===== src/rtl/servant_timer_mc.sv =====
// Prescaled multi-channel compare timer on a Wishbone slave port; 1-cycle registered read/ack latency.
// No backpressure: one request accepted per 2 cycles, ack forced low the cycle after each ack.
module servant_timer_mc #(
    parameter int WIDTH    = 32,
    parameter int CHANNELS = 2
) (
    input  logic        i_clk,
    input  logic        i_rst,
    input  logic [3:0]  i_wb_adr,
    input  logic [31:0] i_wb_dat,
    input  logic        i_wb_we,
    input  logic        i_wb_cyc,
    output logic [31:0] o_wb_dat,
    output logic        o_wb_ack,
    output logic        o_irq
);

    typedef logic [WIDTH-1:0] word_t;

    word_t               mtime_q, mtime_d, mtime_inc;
    logic [7:0]          pcnt_q, pcnt_d;
    logic [7:0]          presc_q, presc_d;
    logic                enable_q, enable_d;
    logic [CHANNELS-1:0] irq_en_q, irq_en_d;
    logic [CHANNELS-1:0] pend_q, pend_d, match;
    word_t               cmp_q [CHANNELS];
    word_t               cmp_d [CHANNELS];
    word_t               period_q [CHANNELS];
    word_t               period_d [CHANNELS];
    logic                ack_q, ack_d;
    logic [31:0]         dat_q, dat_d, rdata;
    logic                irq_q, irq_d;
    logic                req, wr, tick, wr_mtime, wr_ctrl;
    logic                unused_dat;

    assign unused_dat = ^i_wb_dat;

    always_comb begin
        req       = i_wb_cyc & ~ack_q;
        wr        = req & i_wb_we;
        wr_mtime  = wr && (i_wb_adr == 4'd0);
        wr_ctrl   = wr && (i_wb_adr == 4'd1);
        tick      = enable_q && (pcnt_q == presc_q);
        mtime_inc = mtime_q + word_t'(1);

        pcnt_d   = pcnt_q + 8'd1;
        if (wr_ctrl || !enable_q || tick)
            pcnt_d = 8'd0;

        enable_d = enable_q;
        presc_d  = presc_q;
        if (wr_ctrl) begin
            enable_d = i_wb_dat[0];
            presc_d  = i_wb_dat[15:8];
        end

        // A bus write to MTIME swallows the tick of the same cycle, match included.
        mtime_d = mtime_q;
        if (wr_mtime)
            mtime_d = i_wb_dat[WIDTH-1:0];
        else if (tick)
            mtime_d = mtime_inc;

        irq_en_d = irq_en_q;
        if (wr && (i_wb_adr == 4'd2))
            irq_en_d = i_wb_dat[CHANNELS-1:0];

        pend_d = pend_q;
        if (wr && (i_wb_adr == 4'd3))
            pend_d = pend_q & ~i_wb_dat[CHANNELS-1:0];

        for (int n = 0; n < CHANNELS; n++) begin
            match[n]    = tick && !wr_mtime && (mtime_inc == cmp_q[n]);
            cmp_d[n]    = cmp_q[n];
            period_d[n] = period_q[n];
            if (match[n])
                pend_d[n] = 1'b1;
            if (match[n] && (period_q[n] != '0))
                cmp_d[n] = cmp_q[n] + period_q[n];
            if (wr && (i_wb_adr == 4'(4 + 2*n)))
                cmp_d[n] = i_wb_dat[WIDTH-1:0];
            if (wr && (i_wb_adr == 4'(5 + 2*n)))
                period_d[n] = i_wb_dat[WIDTH-1:0];
        end

        rdata = 32'd0;
        case (i_wb_adr)
            4'd0:    rdata = 32'(mtime_q);
            4'd1:    rdata = {16'd0, presc_q, 7'd0, enable_q};
            4'd2:    rdata = 32'(irq_en_q);
            4'd3:    rdata = 32'(pend_q);
            default: rdata = 32'd0;
        endcase
        for (int n = 0; n < CHANNELS; n++) begin
            if (i_wb_adr == 4'(4 + 2*n))
                rdata = 32'(cmp_q[n]);
            if (i_wb_adr == 4'(5 + 2*n))
                rdata = 32'(period_q[n]);
        end

        ack_d = req;
        dat_d = req ? rdata : 32'd0;
        irq_d = |(pend_q & irq_en_q);
    end

    always_ff @(posedge i_clk) begin
        if (i_rst) begin
            mtime_q  <= '0;
            pcnt_q   <= '0;
            presc_q  <= '0;
            enable_q <= 1'b0;
            irq_en_q <= '0;
            pend_q   <= '0;
            for (int n = 0; n < CHANNELS; n++) begin
                cmp_q[n]    <= '0;
                period_q[n] <= '0;
            end
            ack_q    <= 1'b0;
            dat_q    <= '0;
            irq_q    <= 1'b0;
        end else begin
            mtime_q  <= mtime_d;
            pcnt_q   <= pcnt_d;
            presc_q  <= presc_d;
            enable_q <= enable_d;
            irq_en_q <= irq_en_d;
            pend_q   <= pend_d;
            for (int n = 0; n < CHANNELS; n++) begin
                cmp_q[n]    <= cmp_d[n];
                period_q[n] <= period_d[n];
            end
            ack_q    <= ack_d;
            dat_q    <= dat_d;
            irq_q    <= irq_d;
        end
    end

    assign o_wb_dat = dat_q;
    assign o_wb_ack = ack_q;
    assign o_irq    = irq_q;

endmodule


===== config.mk =====
export PLATFORM = sky130hd
export DESIGN_NAME = servant_timer_mc
export DESIGN_NICKNAME = d
export VERILOG_FILES = /design/src/rtl/servant_timer_mc.sv
export SDC_FILE = /design/constraint.sdc
export NUM_CORES = 1
export LEC_CHECK = 0
export BUFFER_PORTS_ARGS = -buffer_cell sky130_fd_sc_hd__clkbuf_2
export CORE_MARGIN = 10
export CORE_UTILIZATION = 45
export DETAILED_ROUTE_END_ITERATION = 12
export GPL_ROUTABILITY_DRIVEN = 0
export GPL_TIMING_DRIVEN = 0
export PLACE_DENSITY_LB_ADDON = 0.12
export SLEW_MARGIN = 10
export SYNTH_ARGS = -nofsm -noshare
export SYNTH_HDL_FRONTEND = slang
export SYNTH_SLANG_ARGS = --single-unit

===== constraint.sdc =====
create_clock -name i_clk -period 10.2 [get_ports i_clk]
set_clock_uncertainty 0.15 [all_clocks]
set_input_delay 1.53 -clock i_clk [delete_from_list [all_inputs] [get_ports i_clk]]
set_output_delay 1.53 -clock i_clk [all_outputs]
set_load 0.05 [all_outputs]

==> flow_summary.json <==
{
  "outcome": "completed",
  "p_per_area_nw_per_um2": 114,
  "routed_wl_um": 62200,
  "grt_pass1_vias": 15300,
  "most-common-layout-cells": "nand2_1 (241), dfxtp_1 (215), nor2_1 (171)",
  "cts_resized": 0,
  "hold_violations": 0,
  "yosys_warnings": 0,
  "fmax_ghz": 0.179,
  "rsz0062_at_grt": "false",
  "wl_per_cell_um": 25.1,
  "swShare_pct": 26.2,
  "postRouteAntennaNets": 0,
  "crit_path_max_fanout": 10,
  "worst-setup-path-type": "flop to flop",
  "yosysSeqAreaShare_pct": 28.5,
  "synthesis.area_um2": 15100,
  "synth_xor_area_share_pct": 8.90,
  "grt_pass1_wl_um": 93300,
  "yosys.area_share.adder_pct": 5.56,
  "rows": 67,
  "cp.arrival_ps": 5920,
  "setup_viol": 0,
  "clkSlewWorstSetupHoldPaths_ps": 60,
  "start_kind": "flop",
  "maxCapViolCount": 0,
  "start_util_pct": 45.3,
  "cp-end-kind": "flop",
  "synthFlopType": "dfxtp_1",
  "vias": 16100,
  "numCtsBuffers": 26,
  "crit_slowest_cell": "nor4_1",
  "fin_area_um2": 16900,
  "comb_power_share_pct": 7.2,
  "ctsHoldBuffers": 0,
  "crit_chain": "buf_2 -> and4_1 -> buf_2 -> nand4_1 -> nor4_1 -> xor2_1 -> a2111oi_0 -> and4_1 -> and4b_1 -> buf_4 -> buf_1 -> o2111ai_1 -> a21oi_1",
  "vias_per_cell": 6.48,
  "p_int_mw": 1.42,
  "hold_path_class": "flop to flop",
  "synthSimpleGateAreaFrac_pct": 22.3,
  "ys_types": 90,
  "ys_async_sr_fraction_pct": 0,
  "final_common_cell": "nand2_1",
  "cts_sinks": 215,
  "areaGrowthSynthToFinish_pct": 11.5,
  "synth_top_family_by_area": "compound AO/OA/AOI/OAI gates",
  "drv_slew": 0,
  "period_share_pct": 54.7,
  "drt-initial-drc-count": 2137,
  "syn-num-nets": 2025,
  "power.share.clock_pct": 48.3,
  "tightest_slew_ps": 1220,
  "seq_power_share_pct": 44.5,
  "core_um2": 33400,
  "slowest_delay_ps": 1090,
  "hpwlAfterDp_um": 48700,
  "antenna_found_initial": 0,
  "finalSetupTns_ps": 0,
  "cts_setup_buffers": 0,
  "dieArea_um2": 41300,
  "synth_seq_cells": 215,
  "cts_htree_levels": 1,
  "nets": 2123,
  "clockBufferDepth": 3,
  "synth_edf_count": 0,
  "worst_skew_pair.late_latency_ps": 570,
  "cts_root_buffer": "clkbuf_16",
  "grt-ovfl-total": 0,
  "ir_drop_v": 0.000123,
  "synth_compound_area_share_pct": 24.8,
  "tritoncts": "done",
  "leakage_nw": 6.30,
  "synthCells": 1919,
  "grt_max_degree": 13,
  "slew_headroom_pct": 17.7,
  "synthMuxAreaShare_pct": 5.29,
  "port_buffers": 70,
  "die_height_um": 203,
  "placed_cell_area_um2": 16000,
  "dieWidth_um": 203,
  "synth.avg_cell_area_um2": 7.88,
  "required_ps": 10540,
  "min_period_ps": 5580,
  "switchingPower_mw": 0.504,
  "drc_errors": 0,
  "pin_count": 74,
  "drive_above_1_share_pct": 8.56,
  "dr.pass1.iters": 6,
  "track_usage_pct": 29.1,
  "diodes": 0
}
## cell type report
type	instances	area, um^2
fillers	3417	16500
multi-input cells	1536	10100
flip-flops and latches	215	4300
clock buffers	36	749
plain buffers	136	591
well taps	448	561
repair buffers	70	350
inverters	32	120
clock inverters	8	78.8
## logic make-up after synthesis
logic type / count (synthesis)
fa+ha+maj: 66
flops: 215
xor+xnor: 144
mux: 79
compound gates: 552
buf+inv: 168
simple gates: 695
## layer usage
| metal | track usage [%] | up-vias | part of all wire, % |
|---|---|---|---|
| met5 | 0 | - | 0 |
| met3 | 8.12 | 242 | 11 |
| met4 | 18.4 | 0 | 7.6 |
| met1 | 37.3 | 7593 | 41 |
| li1 | - | 7292 | - |
| met2 | 42.5 | 948 | 41 |
## cells in the mapped netlist, types with 7 or more instances
| cell type | number | area, um^2 |
|---|---|---|
| nor2b_1 | 15 | 93.8 |
| clkbuf_1 | 98 | 368 |
| a311oi_1 | 9 | 78.8 |
| or4_1 | 7 | 52.6 |
| and3_1 | 24 | 150 |
| nor2_1 | 171 | 642 |
| dfxtp_1 | 215 | 4300 |
| xnor2_1 | 93 | 815 |
| mux2_2 | 8 | 90.1 |
| or3_1 | 19 | 119 |
| mux2i_1 | 71 | 711 |
| a21o_1 | 32 | 240 |
| o21bai_1 | 10 | 75.1 |
| nand2b_1 | 18 | 113 |
| o2111ai_1 | 8 | 70.1 |
| a222oi_1 | 9 | 90.1 |
| and2_1 | 9 | 56.3 |
| buf_4 | 11 | 82.6 |
| o21ai_0 | 62 | 310 |
| o211ai_1 | 21 | 158 |
| a211oi_1 | 91 | 683 |
| inv_1 | 32 | 120 |
| o21a_1 | 11 | 82.6 |
| a22oi_1 | 39 | 293 |
| xor2_1 | 45 | 394 |
| ha_1 | 64 | 801 |
| nand3b_1 | 13 | 97.6 |
| and4_1 | 11 | 96.3 |
| nor3_1 | 41 | 205 |
| nand4_1 | 28 | 175 |
| buf_2 | 18 | 90.1 |
| a21oi_1 | 148 | 741 |
| nor4_1 | 35 | 219 |
| a31oi_1 | 29 | 181 |
| nand3_1 | 35 | 175 |
| a221o_1 | 9 | 90.1 |
| nand2_1 | 241 | 905 |
## power groups by stage
stage,Combinational [mW],Clock (mW),Sequential (mW)
after floorplan,0.0690,0,0.872
after CTS,0.132,0.928,0.856
after global placement,0.130,0,0.875
after detailed placement,0.131,0,0.875
after global routing,0.144,0.964,0.857
final,0.138,0.928,0.857
## path summary, 6_finish.rpt
kind                                   from           end  slack [ps]  cells past startpoint
worst min-delay path              pend_q[1]     pend_q[1]         330                      2
worst min register to register    pend_q[1]     pend_q[1]         330                      2
worst max register to register  mtime_q[12]  cmp_q[0][61]        4620                     13
worst max-delay path            mtime_q[12]  cmp_q[0][61]        4620                     13
## worst max-delay path, delay by kind of cell, from the launching register on
| family | cells | cell delay, ps |
|---|---|---|
| xor+xnor | 1 | 120 |
| compound gates | 3 | 1490 |
| buf+inv | 4 | 1210 |
| simple gates | 5 | 2220 |
| flops | 1 | 300 |
## per-stage QoR
step	worst slack (ps)	std cells	hold slack [ps]	total power [mW]	utilization, %
2_1_floorplan	5640	1919	296	0.941	-
3_3_place_gp	4670	2437	318	1.00	48.1
3_5_place_dp	4690	2437	322	1.01	48.1
4_1_cts	4830	2481	331	1.92	50.6
5_1_grt	4390	2481	337	1.96	50.6
6_report	4620	2481	334	1.92	50.6
## flip-flops by register name (all words and copies together) (netlist names)
name	flops
enable_q	1
o_irq	1
o_wb_ack	1
presc_q	8
mtime_q	32
pcnt_q	8
cmp_q	64
period_q	64
o_wb_dat	32
irq_en_q	2
pend_q	2
Power figures use the tool's default switching activity.
